File: config.mk
export PLATFORM = sky130hd
export DESIGN_NAME = alu_exec_unit
export DESIGN_NICKNAME = d
export VERILOG_FILES = /design/src/rtl/alu_exec_unit.sv
export SDC_FILE = /design/constraint.sdc
export NUM_CORES = 1
export LEC_CHECK = 0
export ABC_CLOCK_PERIOD_IN_PS = 3660
export CORE_MARGIN = 5
export CORE_UTILIZATION = 45
export CTS_BUF_LIST = sky130_fd_sc_hd__clkbuf_16
export CTS_CLUSTER_DIAMETER = 120
export DETAILED_ROUTE_END_ITERATION = 16
export HOLD_SLACK_MARGIN = 0.05
export PLACE_DENSITY = 0.68
export SYNTH_ARGS = -nofsm -noshare
export SYNTH_HDL_FRONTEND = slang
export SYNTH_SLANG_ARGS = --single-unit
File: constraint.sdc
create_clock -name clk -period 3.66 [get_ports clk]
set_clock_uncertainty 0.2 [all_clocks]
set_input_delay 0.915 -clock clk [delete_from_list [all_inputs] [get_ports clk]]
set_output_delay 0.915 -clock clk [all_outputs]
set_load 0.01 [all_outputs]
File: src/rtl/alu_exec_unit.sv
// alu_exec_unit
//   Execute-stage ALU driven by the decoder's 3-bit ALUControl code. An operation is
//   captured on the in_valid/in_ready handshake. Its result and NZCV flags stay
//   registered until the downstream stage takes them with out_ready.
//   Single-cycle ops: ADD, SUB, AND, XOR, SLT, SLTU.
//   SLL shifts by 1 bit per cycle.
//
// Ports
//   clk, rst              clock; asynchronous active-high reset
//   in_valid / in_ready   input handshake for ALUControl, SrcA, SrcB
//   ALUControl            000 ADD, 001 SUB, 010 AND, 011 ADD, 100 SLL,
//                         101 SLT, 110 SLTU, 111 XOR
//   SrcA, SrcB            operands; the SLL shift count is SrcB[SHAMT_W-1:0]
//   out_valid / out_ready output handshake for Result and the flags
//   Result                registered result
//   Zero, Negative        flags taken from Result
//   Carry, Overflow       flags from the adder; 0 for non-adder ops
//   busy                  high while an SLL is shifting
//
// state | meaning
// IDLE  | empty, ready for a new operation
// SHIFT | SLL in progress, one bit per cycle; input stalled
// DONE  | Result/flags valid, held until out_ready

module alu_exec_unit #(
    parameter int WIDTH   = 32,
    parameter int SHAMT_W = $clog2(WIDTH)
) (
    input  logic             clk,
    input  logic             rst,
    input  logic             in_valid,
    output logic             in_ready,
    input  logic [2:0]       ALUControl,
    input  logic [WIDTH-1:0] SrcA,
    input  logic [WIDTH-1:0] SrcB,
    output logic             out_valid,
    input  logic             out_ready,
    output logic [WIDTH-1:0] Result,
    output logic             Zero,
    output logic             Negative,
    output logic             Carry,
    output logic             Overflow,
    output logic             busy
);

    typedef enum logic [1:0] {IDLE, SHIFT, DONE} state_t;

    localparam logic [2:0] OP_ADD  = 3'b000;
    localparam logic [2:0] OP_SUB  = 3'b001;
    localparam logic [2:0] OP_AND  = 3'b010;
    localparam logic [2:0] OP_ADD2 = 3'b011;
    localparam logic [2:0] OP_SLL  = 3'b100;
    localparam logic [2:0] OP_SLT  = 3'b101;
    localparam logic [2:0] OP_SLTU = 3'b110;
    localparam logic [2:0] OP_XOR  = 3'b111;

    state_t             state, state_nxt;
    logic [WIDTH-1:0]   acc;
    logic [SHAMT_W-1:0] cnt;

    logic               accept;
    logic               start_shift;
    logic               is_sub;
    logic [SHAMT_W-1:0] shamt;
    logic [WIDTH-1:0]   b_op;
    logic [WIDTH-1:0]   add_sum;
    logic               add_c;
    logic               add_v;
    logic [WIDTH-1:0]   op_res;
    logic               op_c;
    logic               op_v;
    logic [WIDTH-1:0]   acc_shl;

    assign shamt       = SrcB[SHAMT_W-1:0];
    assign is_sub      = (ALUControl == OP_SUB);
    assign start_shift = (ALUControl == OP_SLL) && (shamt != '0);
    assign acc_shl     = {acc[WIDTH-2:0], 1'b0};
    assign out_valid   = (state == DONE);
    assign busy        = (state == SHIFT);

    // SUB is A + ~B + 1. The adder carry-out is therefore the no-borrow flag.
    assign b_op = is_sub ? ~SrcB : SrcB;
    assign {add_c, add_sum} = {1'b0, SrcA} + {1'b0, b_op} + {{WIDTH{1'b0}}, is_sub};
    assign add_v = ~(SrcA[WIDTH-1] ^ b_op[WIDTH-1]) & (add_sum[WIDTH-1] ^ SrcA[WIDTH-1]);

    always_comb begin
        op_res = '0;
        op_c   = 1'b0;
        op_v   = 1'b0;
        case (ALUControl)
            OP_ADD, OP_SUB, OP_ADD2: begin
                op_res = add_sum;
                op_c   = add_c;
                op_v   = add_v;
            end
            OP_AND:  op_res = SrcA & SrcB;
            OP_XOR:  op_res = SrcA ^ SrcB;
            OP_SLL:  op_res = SrcA;   // reached only for a zero shift count
            OP_SLT:  op_res = {{(WIDTH-1){1'b0}}, ($signed(SrcA) < $signed(SrcB))};
            OP_SLTU: op_res = {{(WIDTH-1){1'b0}}, (SrcA < SrcB)};
            default: op_res = '0;
        endcase
    end

    always_comb begin
        in_ready  = (state == IDLE) || ((state == DONE) && out_ready);
        accept    = in_valid && in_ready;
        state_nxt = state;
        case (state)
            IDLE: begin
                if (accept) state_nxt = start_shift ? SHIFT : DONE;
            end
            SHIFT: begin
                if (cnt == SHAMT_W'(1)) state_nxt = DONE;
            end
            DONE: begin
                if (accept)         state_nxt = start_shift ? SHIFT : DONE;
                else if (out_ready) state_nxt = IDLE;
            end
            default: state_nxt = IDLE;
        endcase
    end

    always_ff @(posedge clk or posedge rst) begin
        if (rst) state <= IDLE;
        else     state <= state_nxt;
    end

    always_ff @(posedge clk or posedge rst) begin
        if (rst) begin
            acc      <= '0;
            cnt      <= '0;
            Result   <= '0;
            Zero     <= 1'b0;
            Negative <= 1'b0;
            Carry    <= 1'b0;
            Overflow <= 1'b0;
        end else if (accept) begin
            if (start_shift) begin
                acc <= SrcA;
                cnt <= shamt;
            end else begin
                Result   <= op_res;
                Zero     <= (op_res == '0);
                Negative <= op_res[WIDTH-1];
                Carry    <= op_c;
                Overflow <= op_v;
            end
        end else if (state == SHIFT) begin
            acc <= acc_shl;
            cnt <= cnt - SHAMT_W'(1);
            // Result is published only on the last shift step.
            if (cnt == SHAMT_W'(1)) begin
                Result   <= acc_shl;
                Zero     <= (acc_shl == '0);
                Negative <= acc_shl[WIDTH-1];
                Carry    <= 1'b0;
                Overflow <= 1'b0;
            end
        end
    end

endmodule
==> qor.csv <==
metric,value,unit
synth_top_area_share,23.0,%
worst_slew_pin_slew,0.807,ns
p_clk_share,14.8,%
synth_top_cell_by_area,dfrtp_1,
drt-pass1-iter-count,6,
die-area,20400,um2
cp.arrival,4.60,ns
drt_iter0_markers,1034,
path_buf_inv,5,
p_sw_share,39.3,%
max-cap-violations,0,
row_count,48,
yosysSeqAreaShare,23.0,%
vias,9523,
synthTopCellsByArea,"dfrtp_1 (23%), ha_1 (15%), a21oi_1 (6.7%)",
fin_crit,4.55,ns
critPathCaptureType,flip-flop,
die_y,143,um
syn_to_final_growth,55.1,%
worst_ep_required_time,3.70,ns
worst_setup_path_start_kind,input port,
leakage,5.61,nW
syn_area_per_cell,7.49,um2
clock_sinks,73,
p_int,3.04,mW
power_density,406,nW/um2
hold_viol_final,0,
fin_setup_tns,-6.98,ns
setup_viol,19,
syn_area,7950,um2
pre_cts_ws,-1.66,ns
final-max-slew-violation-count,0,
synth_warnings,0,
ios,110,
fill_cells,1383,
netlist_top_cells_count,"nand2_1 (135), a21oi_1 (107), nor2_1 (104), ha_1 (97), dfrtp_1 (73)",
clock-root-buffer,clkbuf_16,
grt_pass1_wl,46900,um
path_delay_family,simple AND/OR/NAND/NOR gates,
synth_edf_count,0,
synthCells,1062,
setup_ws,-0.893,ns
cts_hold_buf,0,
clk_path_buf_depth,2,
maxSlewHeadroom,46.1,%
antennaDiodeCount,0,
syn-num-nets,1231,
grt_pass1_vias,8718,
critPathSlowestCell,or4_4,
fp.dieW,143,um
fin_nets,1575,
max_freq,220,MHz
path_clk_slew,0.05,ns
rsz0062_at_grt,yes,
grtUsageTotal,29.0,%
cts_made_buffers,9,
seq_power_share,28.4,%
min_period_over_period,124,%
async_flop_share,100,%
antenna_found_initial,0,
ir_drop,386,uV
violations,setup timing,
dp_hpwl,23500,um
p_switching,1.97,mW
yosysUniqueCellTypes,68,
status,"complete, but fails checks",
placed_area,11300,um2
path_cells,buf_6 -> nor3b_4 -> buf_6 -> buf_12 -> buf_4 -> xnor2_2 -> ha_4 -> buf_4 -> nand3_1 -> a2111o_1 -> o221ai_1 -> o2111ai_1 -> a211oi_1 -> nand4b_1 -> nor4_4 -> nand4_1 -> or4_4 -> o31ai_2,
combPwrFrac,56.8,%
htreeDepth,3,
wirelength,30700,um
crit_type,input port to flip-flop,
gp_congestion,0.977,
ys_ff_latch,73,
start_util,46.0,%
synth.most_common_cell,nand2_1,
grt_max_degree,64,
max_stage_delay,0.49,ns
coreArea,17300,um2
finish.utilization,71.3,%
drc,0,
finalHoldWorstSlack,0.265,ns
clock_latency,0.33,ns
port_buffers,109,
via_per_inst,5.83,
final_area,12300,um2
overflow,0,
min_path_type,flip-flop to flip-flop,
crit_fanout,7,
cts_tree,built,
drive_above_1_share,31.4,%
ant_nets,0,
synth_ff_type,dfrtp_1,
wl_per_cell,18.8,um
cells by family (layout without fill, tap and decap cells):
group / after synthesis / after routing / share of synthesized area, %
fa+ha+maj: 98 / 98 / 15.5
flops: 73 / 73 / 23.0
buf+inv: 125 / 472 / 6.03
mux: 15 / 15 / 2.00
xor+xnor: 54 / 54 / 5.95
simple gates: 354 / 354 / 20.5
compound gates: 343 / 343 / 27.0
cells in the final DEF, fill, tap and decap left out, drive strengths merged, types with 4 or more instances in the layout:
master,count
buf,303
nand2,135
a21oi,107
nor2,104
clkdlybuf4s50,98
ha,97
dfrtp,73
o21ai,70
inv,53
xnor2,43
a31oi,38
nand4,24
o22ai,20
o211ai,15
nand3,14
nor4,12
o21a,11
a21o,11
nor3,11
and2,11
xor2,11
nand2b,10
clkbuf,9
mux2i,8
a22oi,7
or2,7
mux2,7
nor2b,6
a211o,5
a211oi,5
o221ai,5
o2111ai,4
a22o,4
dlygate4sd2,4
o31ai,4
o21bai,4
power groups by stage:
stage	clock network, mW	logic, mW	registers [mW]
6_report	0.739	2.84	1.42
5_1_grt	0.779	3.07	1.47
4_1_cts	0.743	2.69	1.42
3_5_place_dp	0	2.56	1.43
3_3_place_gp	0	2.52	1.41
2_1_floorplan	0	1.29	1.43
state kept, by name, summed over array words and instances, names as in the netlist:
| signal | cells |
|---|---|
| Result | 32 |
| acc | 31 |
| cnt | 5 |
| state | 2 |
| Carry | 1 |
| Overflow | 1 |
| Zero | 1 |
cell type report:
| type | count | area [um2] | area share (%) |
|---|---|---|---|
| clock inverters | 5 | 18.8 | 0.152 |
| flip-flops and latches | 73 | 1830 | 14.8 |
| inverters | 50 | 188 | 1.52 |
| well taps | 225 | 282 | 2.28 |
| repair buffers | 408 | 3520 | 28.5 |
| multi-input cells | 864 | 6280 | 50.9 |
| clock buffers | 9 | 225 | 1.83 |
path summary, 6_finish.rpt:
check                                   start    endpoint  slack, ns  depth (start not counted)
worst max-delay path            ALUControl[0]        Zero      -0.89                         18
max in group asynchronous                 rst      acc[7]       1.75                          3
worst min register to register      Result[3]   Result[3]       0.27                          2
worst min-delay path                Result[3]   Result[3]       0.27                          2
min in group asynchronous                 rst     acc[27]       0.87                          2
worst max register to register         cnt[2]  Result[29]       1.53                          7
layer usage:
metal	vias to the layer above	share of wire, %	routed length, um	GRT usage (%)
met5	-	0	0	0
met4	0	2.4	735	8.10
met1	4461	43	13300	42.0
met2	487	45	13700	44.4
met3	61	9.6	2960	5.16
li1	4514	-	-	-
repair_timing:
action	4_1_cts	5_1_grt
pin swaps	54	68
setup endpoints to repair	29	25
gates cloned	2	0
setup buffers	15	10
resized for setup	83	73
endpoints found under the hold margin	0	0
worst reg2reg max path, delay by kind of cell, from the launching register on:
kind,cells,cell delay (ns)
buf+inv,1,0.18
flops,1,0.42
compound gates,3,0.48
simple gates,3,0.74
metrics by stage:
step	power (mW)	std cells
floorplan	2.72	1062
global placement	3.93	1596
detailed placement	3.99	1596
CTS	4.85	1625
global route	5.32	1634
finish	5.00	1634
Power figures use the tool's default switching activity.
